===== config.mk =====
export PLATFORM = sky130hd
export DESIGN_NAME = da_seq_ctrl_flat
export DESIGN_NICKNAME = d
export VERILOG_FILES = /design/src/rtl/da_seq_ctrl_if.sv /design/src/rtl/da_seq_ctrl.sv /design/src/flat_wrapper.sv
export SDC_FILE = /design/constraint.sdc
export NUM_CORES = 1
export LEC_CHECK = 0
export CAP_MARGIN = 15
export CORE_MARGIN = 1
export CORE_UTILIZATION = 40
export CTS_CLUSTER_DIAMETER = 150
export CTS_CLUSTER_SIZE = 8
export DETAILED_ROUTE_END_ITERATION = 10
export SLEW_MARGIN = 30
export SYNTH_ARGS = -nofsm -noshare
export SYNTH_HDL_FRONTEND = slang
export SYNTH_SLANG_ARGS = --single-unit

===== constraint.sdc =====
create_clock -name clk_80 -period 5.8 [get_ports clk_80]
set_clock_uncertainty 0.15 [all_clocks]
set_input_delay 0.58 -clock clk_80 [delete_from_list [all_inputs] [get_ports clk_80]]
set_output_delay 0.58 -clock clk_80 [all_outputs]
set_load 0.02 [all_outputs]

===== src/rtl/da_seq_ctrl_if.sv =====
// Sample / result / LUT-configuration bundle for the distributed-arithmetic
// sequencer.
//   master : sample source, result consumer and LUT programmer side
//   slave  : the sequencer (da_seq_ctrl)
// Signals:
//   in_valid_80 / in_ready_80 / x_in_80      sample-set handshake and packed taps
//   y_out_80 / out_valid_80 / out_ready_80   result handshake
//   cfg_we_80 / cfg_addr_80 / cfg_data_80    LUT write port
//   cfg_err_80                               dropped-write pulse
//   busy_80                                  sequencer not idle
interface da_seq_ctrl_if #(
    parameter int DATA_W = 4,
    parameter int LUT_W  = 6,
    parameter int OUT_W  = LUT_W + DATA_W
);
    logic                  in_valid_80;
    logic                  in_ready_80;
    logic [4*DATA_W-1:0]   x_in_80;
    logic [OUT_W-1:0]      y_out_80;
    logic                  out_valid_80;
    logic                  out_ready_80;
    logic                  cfg_we_80;
    logic [3:0]            cfg_addr_80;
    logic [LUT_W-1:0]      cfg_data_80;
    logic                  cfg_err_80;
    logic                  busy_80;

    modport master (
        output in_valid_80, x_in_80, out_ready_80,
        output cfg_we_80, cfg_addr_80, cfg_data_80,
        input  in_ready_80, y_out_80, out_valid_80, cfg_err_80, busy_80
    );

    modport slave (
        input  in_valid_80, x_in_80, out_ready_80,
        input  cfg_we_80, cfg_addr_80, cfg_data_80,
        output in_ready_80, y_out_80, out_valid_80, cfg_err_80, busy_80
    );
endinterface


===== src/rtl/da_seq_ctrl.sv =====
// Bit-serial sequencer for a 4-tap distributed-arithmetic inner product.
// A 16-entry LUT holds partial sums of the coefficients; each RUN cycle reads
// the entry addressed by one bit-slice of the four samples (MSB first) and
// shift-accumulates it. The MSB slice carries negative weight (two's
// complement samples).
// Ports:
//   clk_80   rising-edge clock
//   rst_80   synchronous active-high reset
//   io       da_seq_ctrl_if.slave (sample, result, LUT config, status)
//
// state | meaning
// ------+---------------------------------------------------------------
// IDLE  | accepting samples and LUT writes
// RUN   | one LUT read + shift-accumulate per cycle, k counts down to 0
// DONE  | result held on y_out_80 / out_valid_80 until out_ready_80
module da_seq_ctrl #(
    parameter int DATA_W = 4,
    parameter int LUT_W  = 6,
    parameter int OUT_W  = LUT_W + DATA_W
) (
    input  logic           clk_80,
    input  logic           rst_80,
    da_seq_ctrl_if.slave   io
);
    localparam int K_W = (DATA_W > 1) ? $clog2(DATA_W) : 1;
    localparam logic [K_W-1:0] K_TOP = K_W'(DATA_W - 1);

    typedef enum logic [1:0] {
        IDLE = 2'd0,
        RUN  = 2'd1,
        DONE = 2'd2
    } state_t;

    state_t              state;
    logic [LUT_W-1:0]    lut [16];
    logic [DATA_W-1:0]   x_tap [4];
    logic [DATA_W-1:0]   x_in_tap [4];
    logic [K_W-1:0]      k;
    logic [OUT_W-1:0]    acc;
    logic [OUT_W-1:0]    y_reg;
    logic                out_valid_r;
    logic                cfg_err_r;

    logic [3:0]          rd_addr;
    logic [LUT_W-1:0]    rd_word;
    logic [OUT_W-1:0]    lut_sext;
    logic [OUT_W-1:0]    acc_next;

    for (genvar i = 0; i < 4; i++) begin : g_tap
        assign x_in_tap[i] = io.x_in_80[i*DATA_W +: DATA_W];
        assign rd_addr[i]  = x_tap[i][k];
    end

    always_comb begin
        rd_word  = lut[rd_addr];
        lut_sext = {{(OUT_W-LUT_W){rd_word[LUT_W-1]}}, rd_word};
        // First slice is the sample sign bit, so it enters negated.
        if (k == K_TOP) begin
            acc_next = '0 - lut_sext;
        end else begin
            acc_next = {acc[OUT_W-2:0], 1'b0} + lut_sext;
        end
    end

    always_ff @(posedge clk_80) begin
        if (rst_80) begin
            state       <= IDLE;
            for (int i = 0; i < 16; i++) lut[i] <= '0;
            for (int i = 0; i < 4; i++) x_tap[i] <= '0;
            k           <= '0;
            acc         <= '0;
            y_reg       <= '0;
            out_valid_r <= 1'b0;
            cfg_err_r   <= 1'b0;
        end else begin
            cfg_err_r <= io.cfg_we_80 && (state != IDLE);
            case (state)
                IDLE: begin
                    // The write lands before RUN's first read, so an entry
                    // written alongside an accept is used by that run.
                    if (io.cfg_we_80) lut[io.cfg_addr_80] <= io.cfg_data_80;
                    if (io.in_valid_80) begin
                        x_tap <= x_in_tap;
                        k     <= K_TOP;
                        acc   <= '0;
                        state <= RUN;
                    end
                end
                RUN: begin
                    acc <= acc_next;
                    if (k == '0) begin
                        y_reg       <= acc_next;
                        out_valid_r <= 1'b1;
                        state       <= DONE;
                    end else begin
                        k <= k - 1'b1;
                    end
                end
                DONE: begin
                    if (io.out_ready_80) begin
                        out_valid_r <= 1'b0;
                        state       <= IDLE;
                    end
                end
                default: state <= IDLE;
            endcase
        end
    end

    assign io.in_ready_80  = (state == IDLE) && !rst_80;
    assign io.busy_80      = (state != IDLE);
    assign io.y_out_80     = y_reg;
    assign io.out_valid_80 = out_valid_r;
    assign io.cfg_err_80   = cfg_err_r;
endmodule


===== src/flat_wrapper.sv =====
// flat-port wrapper written by rule: the top's interface ports become plain ports
module da_seq_ctrl_flat 
#(
    parameter int DATA_W = 4,
    parameter int LUT_W  = 6,
    parameter int OUT_W  = LUT_W + DATA_W
)
  (clk_80, rst_80, io_in_valid_80, io_x_in_80, io_out_ready_80, io_cfg_we_80, io_cfg_addr_80, io_cfg_data_80, io_in_ready_80, io_y_out_80, io_out_valid_80, io_cfg_err_80, io_busy_80);
  da_seq_ctrl_if #(.DATA_W(DATA_W), .LUT_W(LUT_W), .OUT_W(OUT_W)) io_i ();
  input  logic clk_80;
  input  logic rst_80;
  input wire logic [$bits(io_i.in_valid_80)-1:0] io_in_valid_80;
  input wire logic [$bits(io_i.x_in_80)-1:0] io_x_in_80;
  input wire logic [$bits(io_i.out_ready_80)-1:0] io_out_ready_80;
  input wire logic [$bits(io_i.cfg_we_80)-1:0] io_cfg_we_80;
  input wire logic [$bits(io_i.cfg_addr_80)-1:0] io_cfg_addr_80;
  input wire logic [$bits(io_i.cfg_data_80)-1:0] io_cfg_data_80;
  output wire logic [$bits(io_i.in_ready_80)-1:0] io_in_ready_80;
  output wire logic [$bits(io_i.y_out_80)-1:0] io_y_out_80;
  output wire logic [$bits(io_i.out_valid_80)-1:0] io_out_valid_80;
  output wire logic [$bits(io_i.cfg_err_80)-1:0] io_cfg_err_80;
  output wire logic [$bits(io_i.busy_80)-1:0] io_busy_80;
  assign io_i.in_valid_80 = io_in_valid_80;
  assign io_i.x_in_80 = io_x_in_80;
  assign io_i.out_ready_80 = io_out_ready_80;
  assign io_i.cfg_we_80 = io_cfg_we_80;
  assign io_i.cfg_addr_80 = io_cfg_addr_80;
  assign io_i.cfg_data_80 = io_cfg_data_80;
  assign io_in_ready_80 = io_i.in_ready_80;
  assign io_y_out_80 = io_i.y_out_80;
  assign io_out_valid_80 = io_i.out_valid_80;
  assign io_cfg_err_80 = io_i.cfg_err_80;
  assign io_busy_80 = io_i.busy_80;
  da_seq_ctrl #(.DATA_W(DATA_W), .LUT_W(LUT_W), .OUT_W(OUT_W)) u_core (.clk_80(clk_80), .rst_80(rst_80), .io(io_i));
endmodule

# After elaboration in Yosys (flattened, before gate mapping)
# Memory sizes are Yosys's and may differ from the RTL's.
# Index checks and enable logic that the tools add are counted.
[op_classes]
addsub = 3
mux = 30
n_eq_ne = 7
n_reduce_logical = 15
n_lt_le_gt_ge = 1
[ops]
columns = ["cell", "n"]
rows = [
  ["case mux 9 bit (2 select lines)", 1],
  ["two-way mux 1 bit", 13],
  ["adder 10 bit", 1],
  ["two-way mux 10 bit", 1],
  ["two-way mux 2 bit", 5],
  ["two-way mux 9 bit", 1],
  ["AND reduction 3 bit", 3],
  ["binary-select mux 1 bit (select 2 bit)", 4],
  ["subtractor 1 x 6 -> 7 bit, first input constant", 1],
  ["two-way mux 6 bit", 1],
  ["inequality test 2 bit, second input constant", 3],
  ["case mux 2 bit (3 select lines)", 1],
  ["AND reduction 2 bit", 3],
  ["nonzero test 2 bit", 3],
  ["OR reduction 6 bit", 1],
  ["== test 2 bit, second input constant", 2],
  ["zero test 2 bit", 2],
  ["two-way mux 4 bit", 1],
  ["case mux 2 bit (2 select lines)", 1],
  ["< comparator 2 x 3 -> 1 bit, second input constant", 1],
  ["== test 2 x 1 -> 1 bit, second input constant", 1],
  ["logical AND 1 bit", 2],
  ["inequality test 2 x 1 -> 1 bit, second input constant", 1],
  ["case mux 1 bit (2 select lines)", 1],
  ["2 further kinds", 2],
]
[totals]
ram_bits = 96
out_inout_bits = 14
register_bits = 41
n_memories = 1
in_bits = 31
[mem_list]
columns = ["memory", "depth", "width", "read_ports", "rd_clocked_by_memory_dff", "wr", "line", "text"]
rows = [
  ["u_core.lut", 16, 6, 1, 0, 16, "da_seq_ctrl.sv:35", "logic [LUT_W-1:0] lut [16];"],
]

# Logic depth before layout (Yosys ltp)
# Gate-level depths: netlist (run 1).
[logic_depth]
ltp_word = 6
depth_mapped = 21
mapped_depth_nobuf = 17

# Least setup slack after synthesis (run 1)
# Ideal clock, no wire load.
[synth_timing]
kind = "register to register"
from = "register u_core.k[0]"
to = "register u_core.y_reg[9], in the netlist u_core.io.y_out_80[9]"
path_stages_with_launch = 19
period_less_slack_ns = 4.017
required_ns = 5.519
t_arrival_ns = 3.736
slack_ns = 1.783
path_buffers = 2
path_cell_list = "dfxtp_1 -> buf_6 -> mux4_1 -> buf_2 -> mux2i_1 -> mux2_1 -> a22o_1 -> nor2_2 -> inv_1 -> fa_1 -> nor2b_1 -> o21ai_0 -> nand2b_1 -> a31oi_1 -> o21ai_0 -> xnor2_1 -> xnor2_1 -> a211oi_1 -> nor3_1"
[synth_via]
elab_chain_cells = 5
elab_cells_between_ends = 15
[synth_rtl]
columns = ["item", "line", "text"]
rows = [
  ["start: declaration", "da_seq_ctrl.sv:38", "logic [K_W-1:0] k;"],
  ["start signal: assignment", "da_seq_ctrl.sv:96", "k <= k - 1'b1;"],
  ["binary-select mux 1 bit (select 2 bit)", "da_seq_ctrl.sv:51", "assign rd_addr[i] = x_tap[i][k];"],
  ["two-way mux 1 bit (not written as such)", "da_seq_ctrl.sv:51", ""],
  ["memory read (16 x 6 bit)", "n/a", ""],
  ["adder 10 bit or subtractor 1 x 6 -> 7 bit (tied branches)", "da_seq_ctrl.sv:61, da_seq_ctrl.sv:59", ""],
  ["two-way mux 10 bit", "da_seq_ctrl.sv:58", "if (k == K_TOP) begin"],
  ["end signal: assignment", "da_seq_ctrl.sv:92", "y_reg <= acc_next;"],
  ["end: declaration", "da_seq_ctrl.sv:40", "logic [OUT_W-1:0] y_reg;"],
]
# Parallel ways exist; a longest one is shown, timed or not. The select of a mux whose other input is x is not followed.
# A chain may end at the register's enable or synchronous reset.

# Worst setup path after layout (run 1)
# Ends and elaborated chain as after synthesis.

==> metrics.txt, run 1 <==
status=complete, no violations; Initial DRC Count=about 270; placed cell area=between 7000 and 8000 um^2; Worst Path Max Fanout=38; initial antenna violation count=0; M3 GR Usage=around 5.2%; Max Slew Vio Count=0; commonest non-fill, non-tap cell in the layout=and2_1; # IOs=45; Slew @ Worst Pin=0.883 ns; Root Buffer=clkbuf_16; GPL Wtd Cong=about 0.79; most frequent cells in the layout=and2_1 (99), edfxtp_1 (96), nand2_1 (56); Max IR drop VDD=roughly 0.24 mV; P&R area growth vs syn=16.2%; Synth Flop Type=edfxtp_1; DRT Pass-1 Iters=5; Post-CTS Resized=0; clk sink count=around 140; clock tree from TritonCTS=yes; Distinct cells, synth=between 40 and 50; CP Data Required Time=~5.9 ns; final wirelength=roughly 15,000 um; antenna-violating nets left=0; crit-path cells=mux4_4 > mux2_1 > a22o_1 > nor2_2 > inv_1 > fa_1 > nor2b_1 > o21ai_0 > nand2b_1 > a31oi_1 > o21ai_0 > xnor2_1 > xnor2_1 > a211oi_1 > nor3_1; syn_nets=650; Finished Core Util=47.7%; Inserted Clock Buffers=17; Crit path max-delay family=multiplexers; met2 usage=between 20% and 30%; Worst-path clk slew=~0.060 ns; layout cell share with drive strength beyond 1=between 10% and 20%; clk_lat worst skew=between 0.4 and 0.5 ns; sequential cell area=between 3000 and 4000 um^2; post-synth top area share=42.4%; multi-input logic area=between 2000 and 3000 um^2; final net count=685; Inserted Diodes=0; number of synthesized register bits=between 100 and 150; Initial Util=between 40% and 50%; Via Count=between 4,000 and 5,000; WP data arrival=around 4.7 ns; post-placement cell count=between 800 and 900; total gr overflow=0; FMAX=about 0.22 GHz; Post-Synthesis Cells=around 610; die height=132 um; largest net degree at the start of global routing=60; Syn Std Cell Area=about 6800 um^2; maximum level of the CTS H-tree=4; slowest CP cell=mux4_4; kind of end point of the critical path=flip-flop; Period Utilization, post-route=between 70 and 80%; final instance area=around 7900 um^2; first-pass GRT wire length=roughly 25,000 um; yosys warns=0; final hold vios=0; cell taking the most area after synthesis=edfxtp_1; clock buffer depth=2; DRC=0; hold_buf cts=0; full die area=between 15,000 and 20,000 um^2; non-filler cells, final=roughly 870; top post-synthesis cells by area=edfxtp_1 (42%), dfxtp_1 (12%), and2_1 (9.1%), mux2i_1 (5.7%), nand2_1 (3.1%); vias in the first global route=~4,600; Pwr Total=around 2.6 mW; Post-synth EDFFs=96; Crit Path Class=flip-flop to flip-flop; row count=47; Tightest Hold Check Type=flip-flop to flip-flop; crit-path max cell delay=roughly 1.0 ns; placed wire-length estimate=roughly 11,000 um; Post-Syn Area per Cell=11.2 um^2; Lkg Pwr=around 2.9 nW; count of final setup violators=0; total setup buffers inserted after CTS=0; Max Cap Violations=0; share of synthesized registers carrying an async set or reset=0%; CP bufs+invs=1; GRT Util Overall=between 10% and 20%; PortBufs=44; DR WL/cell=roughly 18 um; min Tclk post-route=roughly 4.6 ns; global-route met1 utilization=roughly a quarter; GR peak layer=met2; Power Density=around 330 nW/um^2; # fillers=~1,500; Seq/Total Area, Yosys=54.4%; RSZ-0062 raised after global routing=false; Worst Setup Start Kind=flip-flop; vias per cell=between 5 and 6; Setup TNS Final=0 ns; Die Width=approximately 130 um; Core Region=~17,000 um^2; Slew Limit Headroom=41.0%
-- synth_stat cells (11+ instances only) --
cell type,n
inv_1,11
nor3_1,15
mux2i_1,39
ha_1,13
clkbuf_1,22
edfxtp_1,96
dfxtp_1,41
a21oi_1,34
nor2_1,43
nand2_1,56
or2_2,16
and2_1,99
nand3_1,13
-- tightest hold or removal path, cell delays in order, from the launching register on --
cell     delay, ns
dfxtp_1       0.30
nand2_1       0.05
a21oi_1       0.05
-- metrics by stage --
step	worst slack (ns)	hold WS, ns
floorplan	1.78	0.282
global placement	1.18	0.296
detailed placement	1.13	0.298
CTS	1.14	0.306
global route	0.809	0.335
finish	1.20	0.308
-- cells by family after synthesis --
family          Yosys count  share of synthesized area (%)
simple gates            270                           21.2
flops                   137                           54.4
compound gates           77                           7.03
mux                      55                           9.99
buf+inv                  42                           3.33
fa+ha+maj                14                           2.69
xor+xnor                 10                           1.29
-- registers in the layout, indices dropped and copies added, names as in the netlist --
register                cells
u_core.k                    2
u_core.state                2
u_core.io.out_valid_80      1
u_core.io.y_out_80         10
u_core.io.cfg_err_80        1
u_core.lut                 96
u_core.x_tap               16
u_core.acc                  9
-- power breakdown --
part | internal, mW | switching [mW] | total (mW)
Combinational | 0.191 | 0.286 | 0.477
Clock | 0.588 | 0.427 | 1.01
Sequential | 1.10 | 0.0290 | 1.13
-- layer usage --
layer	wire, um	vias up
met5	0	-
met4	198	0
met3	750	14
met2	7040	120
met1	7420	2154
li1	-	2201
-- final cells by class --
cell class,instances,share of cell area (%)
timing repair buffer,47,5.79
multi-input combinational,426,36.4
clock inverter,15,1.63
clock buffer,17,5.38
inverter,11,0.522
sequential,137,46.8
tap,220,3.48
-- path summary, 6_finish.rpt --
path | slack, ns | end | from | cells past startpoint
worst min register to register | 0.31 | u_core.x_tap[6]$_SDFFE_PP0P_ | u_core.x_tap[6]$_SDFFE_PP0P_ | 2
worst min-delay path | 0.31 | u_core.x_tap[6]$_SDFFE_PP0P_ | u_core.x_tap[6]$_SDFFE_PP0P_ | 2
worst max-delay path | 1.20 | u_core.io.y_out_80[9]$_SDFFE_PP0P_ | u_core.k[0]$_SDFFE_PP0P_ | 15
worst max register to register | 1.20 | u_core.io.y_out_80[9]$_SDFFE_PP0P_ | u_core.k[0]$_SDFFE_PP0P_ | 15
No activity file was read; power rests on OpenSTA's default activity.
==> run 2: changes to the inputs <==
==> constraint.sdc (replaced) <==
create_clock -name clk_80 -period 4.39 [get_ports clk_80]
set_clock_uncertainty 0.15 [all_clocks]
set_input_delay 0.439 -clock clk_80 [delete_from_list [all_inputs] [get_ports clk_80]]
set_output_delay 0.439 -clock clk_80 [all_outputs]
set_load 0.02 [all_outputs]
==> metrics.txt, run 2 (synthesized netlist as in run 1, its figures left out) <==
Hold Crit Start=u_core.x_tap[5]$_SDFFE_PP0P_; kind of end point of the critical path=flip-flop; Power Density=around 450 nW/um^2; Die Width=approximately 130 um; final hold vios=0; clk sink count=between 100 and 150; most frequent cells in the layout=and2_1 (99), edfxtp_1 (96), nand2_1 (56); status=complete, no violations; Max Slew Vio Count=0; Tightest Hold Check Type=flip-flop to flip-flop; RSZ-0062 raised after global routing=false; WP data arrival=between 4 and 5 ns; Initial DRC Count=320; antenna-violating nets left=0; PortBufs=44; clock buffer depth=2; hold depth=2; vias per cell=roughly 5.1; hold_buf cts=0; DR WL/cell=17.5 um; min Tclk post-route=~4 ns; non-filler cells, final=just under 900; sequential cell area=around 3700 um^2; DRC=0; placed wire-length estimate=around 11,000 um; # fillers=about 1,500; Inserted Diodes=0; Worst Setup SP=u_core.k[0]$_SDFFE_PP0P_; Setup TNS Final=0 ns; Max IR drop VDD=between 0.2 and 0.3 mV; reg2reg start=u_core.k[0]$_SDFFE_PP0P_; Pwr Total=3.59 mW; P&R area growth vs syn=17.9%; post-placement cell count=approximately 850; full die area=~18,000 um^2; Worst-path clk slew=around 0.060 ns; first-pass GRT wire length=approximately 24,000 um; row count=47; multi-input logic area=between 2000 and 3000 um^2; Crit Path Class=flip-flop to flip-flop; Via Count=4,508; Worst Path Max Fanout=20; die height=approximately 130 um; # IOs=45; worst r2r path cells=17; reg-to-reg endpoint=u_core.io.y_out_80[8]$_SDFFE_PP0P_; Period Utilization, post-route=around nine tenths; FMAX=~0.25 GHz; setup ws final=about 0.39 ns; final hold slack=0.306 ns; GPL Wtd Cong=0.809; final net count=slightly below 700; clock tree from TritonCTS=yes; Slew @ Worst Pin=slightly above 0.9 ns; total gr overflow=0; Initial Util=between 40% and 50%; Slew Limit Headroom=a little under two fifths; Lkg Pwr=between 2 and 3 nW; max reg flops=96; vias in the first global route=4,326; commonest non-fill, non-tap cell in the layout=and2_1; Max Cap Violations=0; Top reg by flops=u_core.lut; DRT Pass-1 Iters=4; count of final setup violators=0; Inserted Clock Buffers=17; Core Region=around 17,000 um^2; GRT Util Overall=a little under a fifth; layout cell share with drive strength beyond 1=roughly an eighth; pre-CTS setup slack=about 0.15 ns; Hold Path End=u_core.x_tap[5]$_SDFFE_PP0P_; Reg2Reg Setup Slack=0.39 ns; largest net degree at the start of global routing=59; initial antenna violation count=0; Root Buffer=clkbuf_16; Worst Setup Start Kind=flip-flop; CP Data Required Time=~4.5 ns; clk_lat worst skew=around 0.43 ns; maximum level of the CTS H-tree=4; final wirelength=around 15,000 um
[run 2: changes by cell type in the layout (fill, tap and decap cells not counted), sizes merged]
cell and change:
clkinvlp -3, clkinv -4, inv +3, bufinv +2
buf +9
[run 2: worst max-delay path by stage]
| stage | endpoint | slack [ns] |
|---|---|---|
| after detailed placement | u_core.io.y_out_80[8]$_SDFFE_PP0P_ | 0.15 |
| after global placement | u_core.io.y_out_80[9]$_SDFFE_PP0P_ | 0.24 |
| final | u_core.io.y_out_80[8]$_SDFFE_PP0P_ | 0.39 |
| after global routing | u_core.io.y_out_80[9]$_SDFFE_PP0P_ | 0.04 |
| after floorplan | u_core.io.y_out_80[9]$_SDFFE_PP0P_ | 0.37 |
| after CTS | u_core.io.y_out_80[8]$_SDFFE_PP0P_ | 0.13 |
[run 2: metal layers]
| layer | track usage (%) | vias up | wire length [um] |
|---|---|---|---|
| li1 | - | 2224 | - |
| met1 | 25.5 | 2167 | 7580 |
| met2 | 27.9 | 106 | 7000 |
| met3 | 4.41 | 11 | 649 |
| met4 | 5.81 | 0 | 148 |
| met5 | 0 | - | 0 |
[run 2: layout make-up]
cell class                 instances  area share [%]
tap                              220            3.43
inverter                          11           0.515
sequential                       137            46.2
multi-input combinational        426            35.7
timing repair buffer              56            6.71
clock buffer                      17            5.31
clock inverter                    13            2.11
[run 2: worst max-delay path: stages (launching register included)]
cell and delay, ns:
dfxtp_2 0.39, buf_4 0.17, mux4_2 0.56, buf_4 0.24, mux2i_1 0.24, o22ai_1 0.16
nor2_2 0.14, buf_4 0.15, ha_1 0.23, a21o_1 0.19, a21oi_1 0.24, o21bai_1 0.10
a21oi_1 0.25, o21ai_0 0.18, xnor2_1 0.17, nor2_1 0.07, nor3_1 0.18, nor3_1 0.06
[run 2: metrics by stage]
step	utilization [%]	cell area, um^2
final	48.4	8020
after global routing	48.4	8020
after CTS	48.3	8020
after detailed placement	44.8	7420
after global placement	44.8	7420
after floorplan	-	6800
[run 2: where the power goes]
part	switching [mW]	internal (mW)	total, mW	leakage [nW]
logic	0.381	0.269	0.650	1.33
registers	0.0394	1.45	1.49	1.33
clock network	0.557	0.893	1.45	0.281
[run 2: what timing repair did]
action	in CTS	in global routing
resized for setup	0	4
setup buffers	0	1
setup endpoints to repair	0	3
==> edit, RTL diff (config.mk and constraints of run 2) <==
`LUT_W` is set to 6 in 3 places; all go to 3.
--- a/src/rtl/da_seq_ctrl_if.sv
+++ b/src/rtl/da_seq_ctrl_if.sv
@@ -11,5 +11,5 @@
 interface da_seq_ctrl_if #(
     parameter int DATA_W = 4,
-    parameter int LUT_W  = 6,
+    parameter int LUT_W  = 3,
     parameter int OUT_W  = LUT_W + DATA_W
 );
--- a/src/rtl/da_seq_ctrl.sv
+++ b/src/rtl/da_seq_ctrl.sv
@@ -16,5 +16,5 @@
 module da_seq_ctrl #(
     parameter int DATA_W = 4,
-    parameter int LUT_W  = 6,
+    parameter int LUT_W  = 3,
     parameter int OUT_W  = LUT_W + DATA_W
 ) (
--- a/src/flat_wrapper.sv
+++ b/src/flat_wrapper.sv
@@ -3,5 +3,5 @@
 #(
     parameter int DATA_W = 4,
-    parameter int LUT_W  = 6,
+    parameter int LUT_W  = 3,
     parameter int OUT_W  = LUT_W + DATA_W
 )
Interface: changed (resized io_cfg_data_80 and io_y_out_80); port bits go from 45 to 39. No check against the original RTL was run, so the function may have changed too.
==> edit against run 2 <==
Global-route usage is 0.20 points lower; area after synthesis fell by 40%; power decreased by 48%; design area decreased by 41%; fmax shrank 2.1%; combinational power is 39% lower; first-iteration DRC count is 60% lower; count of clock-buffer cells in the layout shrank 5; sequential share of layout area is 0.88 points lower; sequential power is 40% lower; routed wire length is 43% lower; setup slack got worse by 0.086 ns; clock power decreased by 61%; sequential cell count fell by 54; critical path type unchanged; largest power group unchanged.
==> edit: results (changes against run 2) <==
GPL Wtd Cong=0.891 (+10%); Clock Root Buffer=clkbuf_8; Final period util=93.2% (+2.0 points); Pwr Total=1.86 mW (-48%); Total GRT Usage=18.1% (-0.20 points); Internal=1.33 mW (-49%); Placement Setup Slack=0.115 ns (-0.0394 ns); status=finished clean; share of cells above drive strength 1=5.87% (-6.3 points); first-pass GRT wire length=14.2 mm (-41%); Yosys cell types=43 (-12%); DR iter-0 viols=127 (-60%); Logic pwr share=21.4% (+3.3 points); slowest stage delay, CP=0.67 ns (+0.11 ns); Pleak=1.68 nW (-43%); R2R Path End=u_core.io.y_out_80[6]; Synth top cells by count=edfxtp_1, nand2_1, nor2_1, mux2i_1, dfxtp_1; register area share after synthesis=52.7% (-1.7 points); Final Non-Filler Cells=559 (-36%); filler instances=957 (-36%); number of flip-flops in the largest register=48 (-50%); syn_nets=435 (-33%); cts bufs inserted=9 (-8); Clk network pwr share=30.5% (-9.9 points); largest net degree at the start of global routing=34 (-42%); clk_lat worst skew=0.36 ns (-0.07 ns); crit path max fanout=9 (-55%); Post-synth EDFFs=48 (-50%); worst path arrival time=4.22 ns (+0.08 ns); r2r setup slk=0.30 ns (-0.09 ns); Clock transition at path regs=0.08 ns (+0.02 ns); Pre-Repair DR Iteration Count=4 (unchanged); VDD IR max=157 uV (-47%); vias per cell=5.28 (+3.0%); FF-to-FF Start=u_core.k[0]; synth top area cells=edfxtp_1, dfxtp_1, mux2i_1; slew at the pin closest to its max-slew limit=0.751 ns (-0.172 ns); Port Buffer Count=38 (-14%); hold_sp=u_core.x_tap[14]
==> edit: changes by cell type after synthesis, sizes merged, moves of 4 or more <==
cell,delta
and2,-94
edfxtp,-48
or2,-16
nor3,+13
nand2,-11
a21oi,-8
mux2,-8
nand3,-8
nor2b,-8
nor4,+8
xnor2,-7
dfxtp,-6
ha,-5
mux4,-4
==> edit: per-layer routing <==
metal,wire length (um),track usage [%]
met5,0,0
met4,115,6.61
met3,309,4.54
met2,4240,29.9
met1,4060,22.9
==> edit: timing repair <==
item,in CTS,in global routing
resized for setup,0,1
buffers inserted,0,1
setup endpoints to repair,0,1
==> edit: area by class of cell <==
cell class / instances / area, um2 / area share (%)
sequential: 83 / 2140 / 45.3
multi-input combinational: 274 / 1750 / 36.9
timing repair buffer: 43 / 430 / 9.10
tap: 133 / 166 / 3.52
clock buffer: 12 / 156 / 3.31
clock inverter: 4 / 48.8 / 1.03
inverter: 10 / 37.5 / 0.794
==> edit: worst min-delay path by stage <==
stage                                  end  slack [ns]
after floorplan           u_core.x_tap[13]        0.28
after global placement     u_core.x_tap[7]        0.30
after detailed placement   u_core.x_tap[2]        0.30
after CTS                  u_core.x_tap[2]        0.31
after global routing      u_core.x_tap[12]        0.33
final                     u_core.x_tap[14]        0.31
==> edit: cells by family (layout without fill, tap and decap cells) <==
| group | after synthesis | count (layout) | share of synthesized area, % |
|---|---|---|---|
| compound gates | 64 | 64 | 9.70 |
| xor+xnor | 4 | 4 | 0.862 |
| fa+ha+maj | 9 | 9 | 2.96 |
| buf+inv | 41 | 69 | 4.31 |
| flops | 83 | 83 | 52.7 |
| mux | 43 | 43 | 11.9 |
| simple gates | 154 | 154 | 17.5 |
